===== src/rtl/seg7_pkg.sv =====
// rtl/seg7_pkg.sv - shared constants and state encoding for the seven-segment scan reader
package seg7_pkg;

  localparam int NUM_DIGITS = 4;

  // Active-high g..a pattern that means "digit switched off"
  localparam logic [6:0] SEG_BLANK = 7'h00;

  // Hex digit -> active-high g..a pattern; entry i is the glyph for nibble i
  localparam logic [15:0][6:0] HEX_SEG_TABLE = {
    7'h71, 7'h79, 7'h5E, 7'h39, 7'h7C, 7'h77, 7'h6F, 7'h7F,
    7'h07, 7'h7D, 7'h6D, 7'h66, 7'h4F, 7'h5B, 7'h06, 7'h3F
  };

  typedef logic [1:0] state_t;

  localparam state_t ST_WAIT   = 2'd0;
  localparam state_t ST_SETTLE = 2'd1;
  localparam state_t ST_HELD   = 2'd2;

endpackage


===== src/rtl/seg7_pattern_decode.sv =====
// rtl/seg7_pattern_decode.sv - reverse lookup of a seven-segment glyph into a hex nibble
module seg7_pattern_decode
  import seg7_pkg::*;
(
  input  logic [6:0] pat,
  output logic [3:0] nibble,
  output logic       blank,
  output logic       bad
);

  // Search the glyph table; anything that is neither a glyph nor blank is flagged bad
  always_comb begin
    nibble = 4'd0;
    blank  = (pat == SEG_BLANK);
    bad    = (pat != SEG_BLANK);
    for (int i = 0; i < 16; i++) begin
      if (pat == HEX_SEG_TABLE[i]) begin
        nibble = 4'(i);
        bad    = 1'b0;
      end
    end
  end

endmodule


===== src/rtl/seg7_scan_reader.sv =====
// rtl/seg7_scan_reader.sv - decodes a scanned 4-digit seven-segment bus back into a 16-bit word
module seg7_scan_reader
  import seg7_pkg::*;
#(
  parameter int SETTLE_CYCLES = 4,
  parameter int CNT_W         = 8
) (
  input  logic        clk,
  input  logic        rst,
  input  logic [3:0]  an,
  input  logic [7:0]  seg,
  output logic [15:0] value,
  output logic [3:0]  dp,
  output logic [3:0]  blank,
  output logic [3:0]  bad,
  output logic        frame_valid,
  output logic        scan_err
);

  localparam logic [CNT_W-1:0] SETTLE_MAX = CNT_W'(SETTLE_CYCLES);

  logic [3:0]       an_q, an_p;
  logic [7:0]       seg_q, seg_p;
  state_t           state;
  logic [CNT_W-1:0] cnt;
  logic [3:0]       seen;

  logic [15:0] sh_value;
  logic [3:0]  sh_dp, sh_blank, sh_bad;

  logic [3:0]  an_low;
  logic        any_low, one_low, changed, at_limit, cap_en, err_en;
  logic [1:0]  dig_idx;
  logic [6:0]  pat;
  logic [3:0]  dec_nib;
  logic        dec_blank, dec_bad;

  logic [3:0]  seen_nxt;
  logic [15:0] nxt_value;
  logic [3:0]  nxt_dp, nxt_blank, nxt_bad;

  assign pat = ~seg_q[6:0];

  seg7_pattern_decode u_decode (
    .pat    (pat),
    .nibble (dec_nib),
    .blank  (dec_blank),
    .bad    (dec_bad)
  );

  // Bus classification: which digit is lit, and did the bus move since last cycle
  always_comb begin
    an_low   = ~an_q;
    any_low  = |an_low;
    one_low  = any_low && ((an_low & (an_low - 4'd1)) == 4'd0);
    changed  = (an_q != an_p) || (seg_q != seg_p);
    at_limit = (state == ST_SETTLE) && !changed && (cnt == SETTLE_MAX);
    cap_en   = at_limit && one_low;
    err_en   = at_limit && !one_low;
    dig_idx  = 2'd0;
    for (int i = 0; i < NUM_DIGITS; i++) begin
      if (an_low[i]) dig_idx = 2'(i);
    end
  end

  // Shadow slots as they will look after this cycle's capture, so a completing
  // frame already contains the digit captured on the same cycle
  always_comb begin
    seen_nxt  = seen;
    nxt_value = sh_value;
    nxt_dp    = sh_dp;
    nxt_blank = sh_blank;
    nxt_bad   = sh_bad;
    if (cap_en) begin
      seen_nxt[dig_idx]                 = 1'b1;
      nxt_value[{dig_idx, 2'b00} +: 4]  = dec_nib;
      nxt_dp[dig_idx]                   = ~seg_q[7];
      nxt_blank[dig_idx]                = dec_blank;
      nxt_bad[dig_idx]                  = dec_bad;
    end
  end

  // Input registers and the settle/hold state machine
  always_ff @(posedge clk) begin
    if (rst) begin
      an_q     <= 4'hF;
      an_p     <= 4'hF;
      seg_q    <= 8'hFF;
      seg_p    <= 8'hFF;
      state    <= ST_WAIT;
      cnt      <= '0;
      scan_err <= 1'b0;
    end else begin
      an_q  <= an;
      seg_q <= seg;
      an_p  <= an_q;
      seg_p <= seg_q;
      if (err_en) scan_err <= 1'b1;
      case (state)
        ST_WAIT: begin
          if (any_low) begin
            cnt   <= CNT_W'(1);
            state <= ST_SETTLE;
          end
        end
        ST_SETTLE: begin
          if (changed) begin
            cnt <= CNT_W'(1);
            if (!any_low) state <= ST_WAIT;
          end else if (cnt == SETTLE_MAX) begin
            state <= ST_HELD;
          end else begin
            cnt <= cnt + CNT_W'(1);
          end
        end
        ST_HELD: begin
          if (changed) state <= ST_WAIT;
        end
        default: state <= ST_WAIT;
      endcase
    end
  end

  // Shadow capture and frame publication
  always_ff @(posedge clk) begin
    if (rst) begin
      seen        <= 4'd0;
      sh_value    <= 16'd0;
      sh_dp       <= 4'd0;
      sh_blank    <= 4'd0;
      sh_bad      <= 4'd0;
      value       <= 16'd0;
      dp          <= 4'd0;
      blank       <= 4'd0;
      bad         <= 4'd0;
      frame_valid <= 1'b0;
    end else begin
      frame_valid <= 1'b0;
      if (cap_en) begin
        sh_value <= nxt_value;
        sh_dp    <= nxt_dp;
        sh_blank <= nxt_blank;
        sh_bad   <= nxt_bad;
        if (seen_nxt == 4'hF) begin
          value       <= nxt_value;
          dp          <= nxt_dp;
          blank       <= nxt_blank;
          bad         <= nxt_bad;
          frame_valid <= 1'b1;
          seen        <= 4'd0;
        end else begin
          seen <= seen_nxt;
        end
      end
    end
  end

endmodule

===== config.mk =====
export PLATFORM = sky130hd
export DESIGN_NAME = seg7_scan_reader
export DESIGN_NICKNAME = d
export VERILOG_FILES = /design/src/rtl/seg7_pkg.sv /design/src/rtl/seg7_pattern_decode.sv /design/src/rtl/seg7_scan_reader.sv
export SDC_FILE = /design/constraint.sdc
export NUM_CORES = 1
export LEC_CHECK = 0
export BUFFER_PORTS_ARGS = -buffer_cell sky130_fd_sc_hd__buf_2
export CAP_MARGIN = 20
export CELL_PAD_IN_SITES_DETAIL_PLACEMENT = 1
export CELL_PAD_IN_SITES_GLOBAL_PLACEMENT = 1
export CORE_MARGIN = 2
export CORE_UTILIZATION = 45
export DETAILED_ROUTE_END_ITERATION = 6
export GPL_TIMING_DRIVEN = 0
export PLACE_DENSITY = 0.85
export SYNTH_ARGS = -nofsm -noshare
export SYNTH_HDL_FRONTEND = slang
export SYNTH_SLANG_ARGS = --single-unit

===== constraint.sdc =====
create_clock -name clk -period 2.6 [get_ports clk]
set_input_delay 0.39 -clock clk [delete_from_list [all_inputs] [get_ports clk]]
set_output_delay 0.39 -clock clk [all_outputs]
set_load 0.02 [all_outputs]

# After elaboration in Yosys (flattened, before gate mapping)
# Index checks and enable logic that the tools add are counted.
# W data, S select, Z words.
# word_totals
regBits,96
in_bits,14
output_inout_bits,30
word_cells,129
# op_classes
add_sub_neg,3
magnitude_cmp,2
eq_ne,27
n_shift,2
muxes,53
bitwise_logic,6
reduce_logical,19
# ops
operator,n
$eq A7 B7 Y1 const B,12
$mux W4,10
$mux W8,3
$mux W1,20
$mux W2,9
$bwmux W16,1
$pmux W8 S2,1
$shift A4 B6 Y16 const A,1
$shiftx A4 B6 Y16,1
$eq A7 B3 Y1 const B,2
$eq A7 B6 Y1 const B,2
$bwmux W4,3
$mux W3,4
$add A8 B1 Y8 const B,1
$eq A8 B3 Y1 const B,1
$ne A8 B8 Y1,1
$logic_not A7 Y1,1
$not A7 Y7,1
$reduce_bool A7 Y1,1
$logic_and A1 B1 Y1,6
$ne A3 B3 Y1 const B,2
$neg A4 Y6,1
$pmux W2 S3,1
$and A4 B4 Y4,1
other kinds (23),26

# Depth between registers and ports, before layout
# Gate-level depths: netlist (run 1).
# depth
depth_word,19
mapped_depth,14

# Hierarchy
# A second synthesis (run 1) with hierarchy kept.
# unflattened
cells_unflattened,547
area_unflattened_um2,4785.8
# by_module_without_submodules
module,instances,cells_per_inst,area_each_um2,seq_area_each_um2
seg7_scan_reader,1,485,4361.7,1921.8
seg7_pattern_decode,1,62,424.2,0.0

# Least setup slack after synthesis (run 1)
# Ideal clock, no wire load.
# synth_timing
path_kind,register -> register
start,register an_q[2]
end,register sh_value[13]
setup_time_ps,70
t_arrival_ps,2290
slack_ps,240
stages_incl_launch_ff,11
n_path_buf,2
period_less_slack_ps,2360
path_cell_list,dfxtp_1 -> buf_6 -> inv_1 -> o21ai_2 -> inv_1 -> ha_1 -> clkbuf_1 -> nor4_1 -> and3_1 -> nand2_1 -> a21oi_1
# synth_via
elab_chain_len,6
word_cells_on_any_way,18
# synth_lines
item,line_no,text
from (decl),seg7_scan_reader.sv:22,"logic [3:0] an_q, an_p;"
from (signal assigned),seg7_scan_reader.sv:94,an_q <= an;
$not A4 Y4 / $ne A4 B4 Y1 (equally long branches),"seg7_scan_reader.sv:53, seg7_scan_reader.sv:56",
$mux W2 (tied with other cells) (2 in a row),seg7_scan_reader.sv:62,if (an_low[i]) dig_idx = 2'(i);
$neg A4 Y6 (tied with other cells),seg7_scan_reader.sv:76,"nxt_value[{dig_idx, 2'b00} +: 4] = dec_nib;"
$shiftx A4 B6 Y16 (tied with other cells),seg7_scan_reader.sv:76,
$bwmux W16 / $logic_and A1 B1 Y1 (equally long branches),"seg7_scan_reader.sv:76, seg7_scan_reader.sv:58",
to (signal assigned),seg7_scan_reader.sv:140,sh_value <= nxt_value;
to (decl),seg7_scan_reader.sv:28,logic [15:0] sh_value;
# Several ways; a longest one is shown, not always the timed one.
# A chain may end at the register's enable or synchronous reset.

# Worst setup path after layout (run 1)
# layout_timing
start,register seg_q[3]
end,register sh_bad[2]
# layout_via
elab_chain_len,19
word_cells_on_any_way,41
# layout_lines
item,line_no,text
from (decl),seg7_scan_reader.sv:23,"logic [7:0] seg_q, seg_p;"
from (signal assigned),seg7_scan_reader.sv:95,seg_q <= seg;
$not A7 Y7,seg7_scan_reader.sv:42,assign pat = ~seg_q[6:0];
$eq A7 B6 Y1 / $reduce_bool A7 Y1 (equally long branches),"seg7_pattern_decode.sv:17, seg7_pattern_decode.sv:15",
$mux W1 (16 in a row),seg7_pattern_decode.sv:17,if (pat == HEX_SEG_TABLE[i]) begin
$bwmux W4,seg7_scan_reader.sv:79,nxt_bad[dig_idx] = dec_bad;
to (signal assigned),seg7_scan_reader.sv:143,sh_bad <= nxt_bad;
to (decl),seg7_scan_reader.sv:29,"logic [3:0] sh_dp, sh_blank, sh_bad;"
# Several ways; a longest one is shown, not always the timed one.

==> summary.md, run 1 <==
| Metric | Value |
|---|---|
| Status | `completed` |
| Total track usage | `a little under a quarter` |
| Initial antenna violation count | `0` |
| Async SR Flop Fraction | `0%` |
| Worst-path maximum fanout | `10` |
| Min Clock Period, post-route | `~2500 ps` |
| Worst clock skew | `approximately 9.4 ps` |
| Worst-path clk slew | `100 ps` |
| Mapped Cells | `500` |
| GP Congestion | `between 0.8 and 0.9` |
| Flop pwr share | `a little over half` |
| Register area share after synthesis | `between 40% and 50%` |
| ANT nets after route | `0` |
| Sw frac | `a little over a quarter` |
| Max transition margin | `between 40% and 50%` |
| Initial core utilization | `a little under half` |
| Max IR drop VDD | `just over 0.2 mV` |
| # hold bufs at CTS | `0` |
| Number of synthesized flops with an enable pin | `0` |
| Net Switching | `0.000730 W` |
| Final Hold Slack | `182 ps` |
| First-pass GRT wire length | `between 15000 and 20000 um` |
| Row count | `36` |
| Die Wd | `104 um` |
| Family with the most delay on the worst path | `simple AND/OR/NAND/NOR gates` |
| Worst Max-Slew Pin Slew | `between 700 and 800 ps` |
| Worst EP required | `2930 ps` |
| Total global routing overflow | `0` |
| Crit-path max cell delay | `between 600 and 700 ps` |
| Critical path class | `register to register` |
| Slew Limit Fails | `0` |
| Ys Warns | `0` |
| Post-Syn Nets | `524` |
| Ys flop type | `dfxtp_1` |
| CP bufs+invs | `1` |
| Final hold vios | `0` |
| Pwr/cell area | `527 nW/um2` |
| FMAX | `402 MHz` |
| Mean Syn Cell Area | `around 9 um2` |
| Clk pwr share | `35.9%` |
| Cell area after synthesis | `roughly 4500 um2` |
| Comb pwr share | `around 10%` |
| Endpoints failing setup | `0` |
| DR pass1 iterations | `4` |
| Via density | `5.64` |
| Post-synthesis simple-gate area fraction | `a little over a quarter` |
| DRC Markers | `0` |
| Worst-path cell chain | `buf_2 > nand2_1 > o2bb2ai_1 > a211oi_2 > nor4b_4 > and2b_1 > mux2_2` |
| CTS Buffer Depth | `2` |
| Post-synthesis xor/xnor area fraction | `between 3 and 4%` |
| Count of buffers from port buffering | `between 40 and 50` |
| Main combinational cell family by area after synthesis | `simple AND/OR/NAND/NOR gates` |
| # H-tree levels | `3` |
| Hpwl dp | `8440 um` |
| Synth Area in Adders | `2.76%` |
| CTS root buffer | `clkbuf_8` |
| IO Pins | `44` |
| Layout area overhead | `16.4%` |
| Setup crit end kind | `register` |
| Most common cell after layout, fill and taps aside | `dfxtp_1` |
| DRT Wirelength | `about 12000 um` |
| CP max stage cell | `a211oi_2` |
| Largest net degree at the start of global routing | `16` |
| Routed via count | `roughly 4000` |
| TritonCTS Buffers | `9` |
| CP startpoint kind | `register` |
| Crit share post-route | `95.6%` |
| Routed WL per cell | `17.8 um` |
| Compound-Gate Fraction of Synth Area | `around 14%` |
| Die Y-Extent | `104 um` |
| Synthesized flop and latch total | `96` |
| CTS tree | `done` |
| Net count of the finished layout | `584` |
| Multi-input gate area | `between 2000 and 2500 um2` |
| Core Area | `~10000 um2` |
| Synth cell types | `between 60 and 70` |
| Antenna diode count | `0` |
| Number of max-cap violations | `0` |
| Starting DRT DRC Count | `94` |
| Total Die Area | `10900 um2` |
| Ratio of cells with drive above 1 in the final layout | `around 28%` |
| Static leakage | `roughly 2.1 nW` |
| WP data arrival | `~2800 ps` |
| CTS sink cnt | `96` |
| Final Core Density | `between 50 and 60%` |
| Most frequent cells in the layout | `dfxtp_1, nand2_1, buf_2` |
| Worst-Skew Late Latency | `380 ps` |
| Int Power | `0.00205 W` |
| Mux cell area share after synthesis | `between 4 and 5%` |
| Vias in the first global route | `4002` |
| Fillcell total | `between 1000 and 1500` |
| FF/Latch Area | `1920 um2` |
| Hold Path Class | `input pin to register` |
==> power groups by stage <==
stage	sequential [W]	clock, W	combinational (W)
finish	0.00151	0.000998	0.000273
global route	0.00151	0.00107	0.000299
CTS	0.00151	0.00101	0.000256
detailed placement	0.00154	0	0.000247
global placement	0.00154	0	0.000235
floorplan	0.00154	0	0.000182
==> synthesized netlist by cell type (all sizes together) (3+ instances only) <==
library cell	number	area [um2]
o2bb2ai	3	26.3
or2	26	163
nor2b	12	75.1
buf	23	186
a31oi	6	37.5
dfxtp	96	1920
xor2	17	149
inv	13	48.8
nand2	70	285
a211oi	3	27.5
o211ai	5	37.5
mux2i	5	50.1
o21ai	6	33.8
a21oi	34	170
nor2	30	129
o21bai	4	30.0
a221oi	13	120
nand2b	12	75.1
or3	4	25.0
nor3	24	135
nor4b	4	56.3
clkbuf	13	48.8
nand3	9	50.1
mux2	12	143
nor4	8	77.6
and3	6	37.5
ha	10	125
nand4	4	31.3
==> worst reg2reg max path: stages (launching register included) <==
cell,delay [ps]
dfxtp_1,420
buf_2,250
nand2_1,110
o2bb2ai_1,160
a211oi_2,630
nor4b_4,470
and2b_1,240
mux2_2,160
==> state kept, by name (all words and copies together) (netlist names) <==
register	flops
sh_blank	4
seg_q	8
sh_value	16
seg_p	8
sh_bad	4
frame_valid	1
bad	4
value	16
cnt	8
seen	4
state	2
scan_err	1
an_p	4
dp	4
blank	4
an_q	4
sh_dp	4
==> area by class of cell <==
class	instances	share of cell area, %
multi-input cells	355	45.8
flip-flops and latches	96	36.5
repair buffers	50	5.04
plain buffers	35	4.66
clock buffers	13	3.40
well taps	133	3.16
inverters	13	0.974
clock inverters	3	0.451
==> final timing paths <==
check	startpoint	cells past startpoint	slack, ps	end
setup / recovery	seg_q[3]	7	110	sh_bad[2]
hold / removal	an[3]	2	180	an_q[3]
setup reg to reg	seg_q[3]	7	110	sh_bad[2]
hold reg to reg	value[3]	2	460	value[3]
==> metal layers <==
layer  GRT usage, %  share of wire (%)  vias to the layer above
met4           9.46                2.8                        0
li1               -                  -                     1859
met1           27.4                 42                     1953
met2           40.1                 51                      101
met5              0                  0                        -
met3           4.32                3.6                       25
==> kinds of logic after synthesis <==
family	count (synthesis)
compound gates	91
flops	96
xor+xnor	19
simple gates	218
fa+ha+maj	10
buf+inv	49
mux	17
==> stage by stage <==
step                std cells  area [um2]  power [W]  setup slack (ps)  setup TNS (ps)
CTS                       695        5150    0.00277              12.5               0
detailed placement        677        4910    0.00179              -370           -5900
finish                    698        5270    0.00278               115               0
floorplan                 500        4530    0.00172               240               0
global placement          676        4910    0.00177              -263           -3530
global route              698        5270    0.00288             -64.9            -259
==> timing repair <==
item                                   4_1_cts  5_1_grt
pin swaps                                    1        3
gates cloned                                 0        0
setup endpoints to repair                   42       46
resized for setup                            5       23
endpoints found under the hold margin        0        0
buffers inserted                             2        4
Power figures use the tool's default switching activity.
==> run 2: changes to the inputs <==
--- a/config.mk
+++ b/config.mk
@@ -10,10 +10,10 @@
 export CELL_PAD_IN_SITES_DETAIL_PLACEMENT = 1
 export CELL_PAD_IN_SITES_GLOBAL_PLACEMENT = 1
 export CORE_MARGIN = 2
-export CORE_UTILIZATION = 45
+export CORE_UTILIZATION = 30
 export DETAILED_ROUTE_END_ITERATION = 6
 export GPL_TIMING_DRIVEN = 0
-export PLACE_DENSITY = 0.85
+export PLACE_DENSITY_LB_ADDON = 0.3
 export SYNTH_ARGS = -nofsm -noshare
 export SYNTH_HDL_FRONTEND = slang
 export SYNTH_SLANG_ARGS = --single-unit
==> run 2 against run 1 <==
Total power increased by 13%. Non-clock buffer count fell by 5. Sequential power about the same. Via count shrank 6.6%. First-iteration DRC count grew 77%. Critical endpoint is now value[15].
==> summary.md, run 2 (synthesized netlist as in run 1, its figures left out) <==
| Metric | Value |
|---|---|
| Status | `completed` |
| Total Die Area | `approximately 16000 um2` |
| Worst-path maximum fanout | `10` |
| Number of max-cap violations | `0` |
| Worst EP required | `2820 ps` |
| Antenna diode count | `0` |
| Layout area overhead | `17.7%` |
| CTS sink cnt | `96` |
| RSZ-0062 raised after global routing | `false` |
| Total global routing overflow | `0` |
| Final hold vios | `0` |
| Max IR drop VDD | `between 0.3 and 0.4 mV` |
| Min Clock Period, post-route | `around 2500 ps` |
| Placed Instances | `about 730` |
| # hold bufs at CTS | `0` |
| Core Area | `~15000 um2` |
| M1 WL | `approximately 5500 um` |
| Most frequent cells in the layout | `dfxtp_1, nand2_1, buf_2` |
| Ratio of cells with drive above 1 in the final layout | `25.7%` |
| CTS tree | `done` |
| Initial core utilization | `30.9%` |
| Die Wd | `127 um` |
| IO Pins | `between 40 and 50` |
| DR pass1 iterations | `4` |
| First-pass GRT wire length | `between 15000 and 20000 um` |
| Starting DRT DRC Count | `between 150 and 200` |
| Most common cell after layout, fill and taps aside | `dfxtp_1` |
| Top routing layer used | `met4` |
| Initial antenna violation count | `0` |
| Worst-Skew Late Latency | `approximately 360 ps` |
| Critical path class | `register to register` |
| Met2 wire length | `approximately 6000 um` |
| ANT nets after route | `0` |
| Vias in the first global route | `~3800` |
| DRT Wirelength | `~12000 um` |
| Setup crit end kind | `register` |
| Final Core Density | `a little over a third` |
| CP startpoint kind | `register` |
| Final std cells w/o fill | `744` |
| CTS Buffer Depth | `2` |
| Worst-path clk slew | `70 ps` |
| Endpoints failing setup | `0` |
| # H-tree levels | `3` |
| Hold Path Class | `input pin to register` |
| Via density | `between 4 and 5` |
| Largest regs | `sh_value x16, value x16` |
| FMAX | `roughly 400 MHz` |
| Met3 Wirelength | `between 300 and 400 um` |
| Slew Limit Fails | `0` |
| Routed via count | `3678` |
| Hpwl dp | `around 9000 um` |
| Worst clock skew | `11.7 ps` |
| WP data arrival | `roughly 2700 ps` |
| Final Hold Slack | `between 200 and 250 ps` |
| TritonCTS Buffers | `9` |
| Count of buffers from port buffering | `43` |
| Power, Total | `0.00314 W` |
| Fillcell total | `approximately 1700` |
| Die Y-Extent | `between 100 and 150 um` |
| Total track usage | `between 10% and 20%` |
| Static leakage | `about 2.1 nW` |
| GP Congestion | `about 0.76` |
| Net count of the finished layout | `around 580` |
| Cell Area, Placed | `4980 um2` |
| Pwr/cell area | `590 nW/um2` |
| Row count | `44` |
| Routed WL per cell | `approximately 16 um` |
| Max transition margin | `roughly two fifths` |
| CTS root buffer | `clkbuf_16` |
| Crit share post-route | `between 90% and 100%` |
| Largest net degree at the start of global routing | `16` |
| Post-Layout Inst Area | `between 5000 and 6000 um2` |
| DRC Markers | `0` |
| Worst Max-Slew Pin Slew | `just under 900 ps` |
[run 2: final cells by class]
type                       instances  area (um2)  share of cell area (%)
buffer                            35         238                    4.46
clock inverter                     5        53.8                    1.01
inverter                          13        51.3                   0.963
tap                              184         230                    4.32
multi-input combinational        355        2350                    44.1
sequential                        96        1920                    36.1
timing repair buffer              45         228                    4.28
clock buffer                      11         253                    4.75
[run 2: where the power goes]
part,leakage [nW],switching (W),internal (W)
combinational,1.21,0.000160,0.0000966
sequential,0.779,0.0000153,0.00149
clock,0.156,0.000582,0.000797
total,2.14,0.000757,0.00238
[run 2: worst paths after layout]
kind                                   start  slack, ps            to  depth (start not counted)
worst max-delay path                 an_q[2]        150     value[15]                         14
worst min-delay path                  seg[3]        220      seg_q[3]                          2
worst max register to register       an_q[2]        150     value[15]                         14
worst min register to register  sh_value[15]        450  sh_value[15]                          2
[run 2: metal layers]
metal	vias to the layer above	global-route usage, %
met4	0	4.14
met2	54	26.8
met3	8	4.34
met1	1781	18.6
li1	1835	-
met5	-	0
[run 2: per-stage QoR]
stage / TNS (ps) / setup slack (ps)
floorplan: 0 / 240
global placement: -5280 / -327
detailed placement: -6420 / -400
CTS: 0 / 27.7
global route: 0 / 4.08
finish: 0 / 149
[run 2: repair_timing]
item,CTS,global route
endpoints found under the setup margin,43,15
gates resized for setup,5,8
pin swaps,1,1
setup buffers,1,0
[run 2: critical path: stages, from the launching register on]
cell      delay (ps)
dfxtp_1          320
buf_6            130
inv_1             60
o21ai_4          230
inv_4             90
ha_1             200
clkbuf_4         190
o22ai_1          170
nor2_1            80
o21a_1           140
and3_1           180
buf_4            160
buf_6            150
o21ai_1          120
a21oi_1           90
==> run 3: changes to the inputs <==
--- a/config.mk
+++ b/config.mk
@@ -5,6 +5,7 @@
 export SDC_FILE = /design/constraint.sdc
 export NUM_CORES = 1
 export LEC_CHECK = 0
+export ABC_AREA = 1
 export BUFFER_PORTS_ARGS = -buffer_cell sky130_fd_sc_hd__buf_2
 export CAP_MARGIN = 20
 export CELL_PAD_IN_SITES_DETAIL_PLACEMENT = 1
==> run 3 against run 2 <==
Via count grew 15%. Worst setup slack gained 66 ps. Non-clock buffer count shrank 5. Count of clock-buffer cells in the layout grew 2. Area after synthesis shrank 1.0%. Fmax grew 2.8%. Combinational power grew 16%. Flip-flop and latch count is the same. Global-route usage grew 1.9 points. Final cell count grew 17%. Die area shrank 0.96%.
==> summary.md, run 3 <==
| Metric | Value |
|---|---|
| Status | `completed` |
| Crit Reg-Reg Endpoint | `blank[3]` |
| Reg2Reg Depth | `18` |
| Total track usage | `between 15 and 20%` |
| Worst Max-Slew Pin Slew | `around 640 ps` |
| Crit share post-route | `between 90 and 100%` |
| FF/Latch Area | `between 1500 and 2000 um2` |
| Ys Warns | `0` |
| Critical path class | `register to register` |
| Yosys top cell by area | `dfxtp_1` |
| GP Congestion | `between 0.8 and 0.9` |
| Mean Syn Cell Area | `7.24 um2` |
| Die Wd | `about 130 um` |
| Worst clock skew | `~8.9 ps` |
| Worst EP required | `roughly 2900 ps` |
| Largest cells by area after synthesis | `dfxtp_1, nand2_1, nand3_1` |
| Pwr/cell area | `~600 nW/um2` |
| Fillcell total | `about 1800` |
| Initial core utilization | `a little over 30%` |
| Post-route setup slack | `approximately 210 ps` |
| Via density | `4.84` |
| Worst-path clk slew | `~60 ps` |
| Number of max-cap violations | `0` |
| Synthesized flop and latch total | `96` |
| First-pass GRT wire length | `21900 um` |
| Worst slack at placement | `-329 ps` |
| Routed via count | `approximately 4200` |
| Count of buffers from port buffering | `43` |
| Reg2reg start | `an_q[1]` |
| Hold wc startpoint | `seg[1]` |
| Multi-input gate area | `2220 um2` |
| Register area share after synthesis | `a little over two fifths` |
| CP startpoint kind | `register` |
| Ys flop type | `dfxtp_1` |
| Max IR drop VDD | `0.375 mV` |
| Commonest cells post-synth | `nand2_1, dfxtp_1, nand3_1, inv_1, nor2_1` |
| Min Clock Period, post-route | `2390 ps` |
| CTS sink cnt | `between 90 and 100` |
| Cell area after synthesis | `~4500 um2` |
| Vias in the first global route | `4504` |
| Final Hold Slack | `214 ps` |
| Top-count cell post-synth | `nand2_1` |
| Routed WL per cell | `about 15 um` |
| Slew Limit Fails | `0` |
| Initial antenna violation count | `0` |
| IO Pins | `44` |
| Net count of the finished layout | `around 700` |
| Synth cell types | `40` |
| WP data arrival | `2630 ps` |
| Total Die Area | `15900 um2` |
| Most frequent cells in the layout | `nand2_1, dfxtp_1, nand3_1` |
| Cell Area, Placed | `between 4000 and 5000 um2` |
| # H-tree levels | `3` |
| DRC Markers | `0` |
| DR pass1 iterations | `4` |
| Top cell type's share of synthesized area | `between 40 and 50%` |
| Most common cell after layout, fill and taps aside | `nand2_1` |
| FMAX | `around 420 MHz` |
| Final Core Density | `a little under two fifths` |
| Static leakage | `2.48 nW` |
| Largest regs | `sh_value x16, value x16` |
| CTS tree | `done` |
| Post-Layout Inst Area | `5400 um2` |
| Layout area overhead | `20.6%` |
| # hold bufs at CTS | `0` |
| Total global routing overflow | `0` |
| Hold Path Class | `input pin to register` |
| Reg-to-reg slack, setup | `210 ps` |
| Setup crit end kind | `register` |
| Min-Delay Endpoint | `seg_q[1]` |
| Final hold vios | `0` |
| Hpwl dp | `just under 10000 um` |
| Async SR Flop Fraction | `0%` |
| Core Area | `between 10000 and 15000 um2` |
| Number of synthesized flops with an enable pin | `0` |
| Row count | `44` |
| Max transition margin | `57.0%` |
| Mapped Cells | `between 600 and 700` |
| Worst-Skew Late Latency | `between 300 and 400 ps` |
| DRT Wirelength | `13100 um` |
| Antenna diode count | `0` |
| Ratio of cells with drive above 1 in the final layout | `19.4%` |
| TritonCTS Buffers | `9` |
| Endpoints failing setup | `0` |
| Starting DRT DRC Count | `about 240` |
| Die Y-Extent | `approximately 130 um` |
| Largest net degree at the start of global routing | `16` |
| CTS root buffer | `clkbuf_16` |
| Worst-path maximum fanout | `10` |
| CTS Buffer Depth | `2` |
| Worst Hold Path Cells | `2` |
| Post-Syn Nets | `~640` |
| ANT nets after route | `0` |
[run 3: cell count changes in the layout (fill, tap and decap cells not counted), moves of 11 or more]
| cell | delta |
|---|---|
| inv_1 | +57 |
| a211oi_1 | +11 |
| xor2_1 | -17 |
| nand2_1 | +59 |
| o21ai_0 | +22 |
| nand2b_1 | -12 |
| nand3_1 | +65 |
| nand4_1 | +12 |
| nor2_1 | +35 |
| a21oi_1 | -16 |
| nor3_1 | -12 |
| nor2b_1 | -12 |
[run 3: cells by family after synthesis]
logic type	share of synthesized area, %
simple gates	33.3
buf+inv	9.05
flops	42.9
compound gates	11.0
fa+ha+maj	2.79
xor+xnor	0.977
[run 3: layout make-up]
| type | count | area share [%] |
|---|---|---|
| clock inverter | 3 | 0.857 |
| inverter | 78 | 5.47 |
| tap | 184 | 4.26 |
| multi-input combinational | 422 | 41.0 |
| clock buffer | 13 | 5.00 |
| sequential | 96 | 35.9 |
| timing repair buffer | 52 | 5.19 |
| buffer | 23 | 2.32 |
[run 3: worst max-delay path, cell delays in order (launching register included)]
cell	delay, ps
dfxtp_1	370
inv_2	90
nand2_1	70
nand2_1	50
nor2_1	110
nand2_1	100
nor2_4	160
nand2_1	80
nand2_2	80
nand2_4	70
nor2_8	150
nand3_4	160
nand2_1	120
nand2_1	70
nor2_1	130
nand2_2	130
clkbuf_4	200
nand3_1	70
nand2_1	60
[run 3: worst max-delay path by stage]
stage,startpoint,slack [ps],end,cells after the start
4_1_cts,an_q[1],-2,seen[3],12
5_1_grt,seg_q[6],-1,blank[1],18
3_5_place_dp,an_q[3],-330,seen[3],12
6_report,an_q[1],210,blank[3],18
2_1_floorplan,an_q[3],320,sh_value[3],9
3_3_place_gp,an_q[3],-260,sh_value[3],9
[run 3: metal layers]
metal | routed length (um) | track usage [%]
met1 | 6150 | 21.6
met2 | 6300 | 29.4
met3 | 459 | 3.70
met4 | 186 | 6.21
met5 | 0 | 0
[run 3: per-stage QoR]
stage          TNS, ps  power [W]  instances
2_1_floorplan        0    0.00173        619
3_3_place_gp     -3770    0.00181        846
3_5_place_dp     -6550    0.00182        846
4_1_cts          -1.82    0.00325        865
5_1_grt          -1.43    0.00337        871
6_report             0    0.00323        871
[run 3: timing repair]
item | CTS | global route
resized for setup | 11 | 25
pin swaps | 1 | 3
setup buffers | 3 | 5
endpoints found under the setup margin | 38 | 45
[run 3: power breakdown]
part           internal (W)  switching, W
Clock              0.000829      0.000586
Combinational     0.0000954      0.000202
Sequential          0.00149     0.0000245
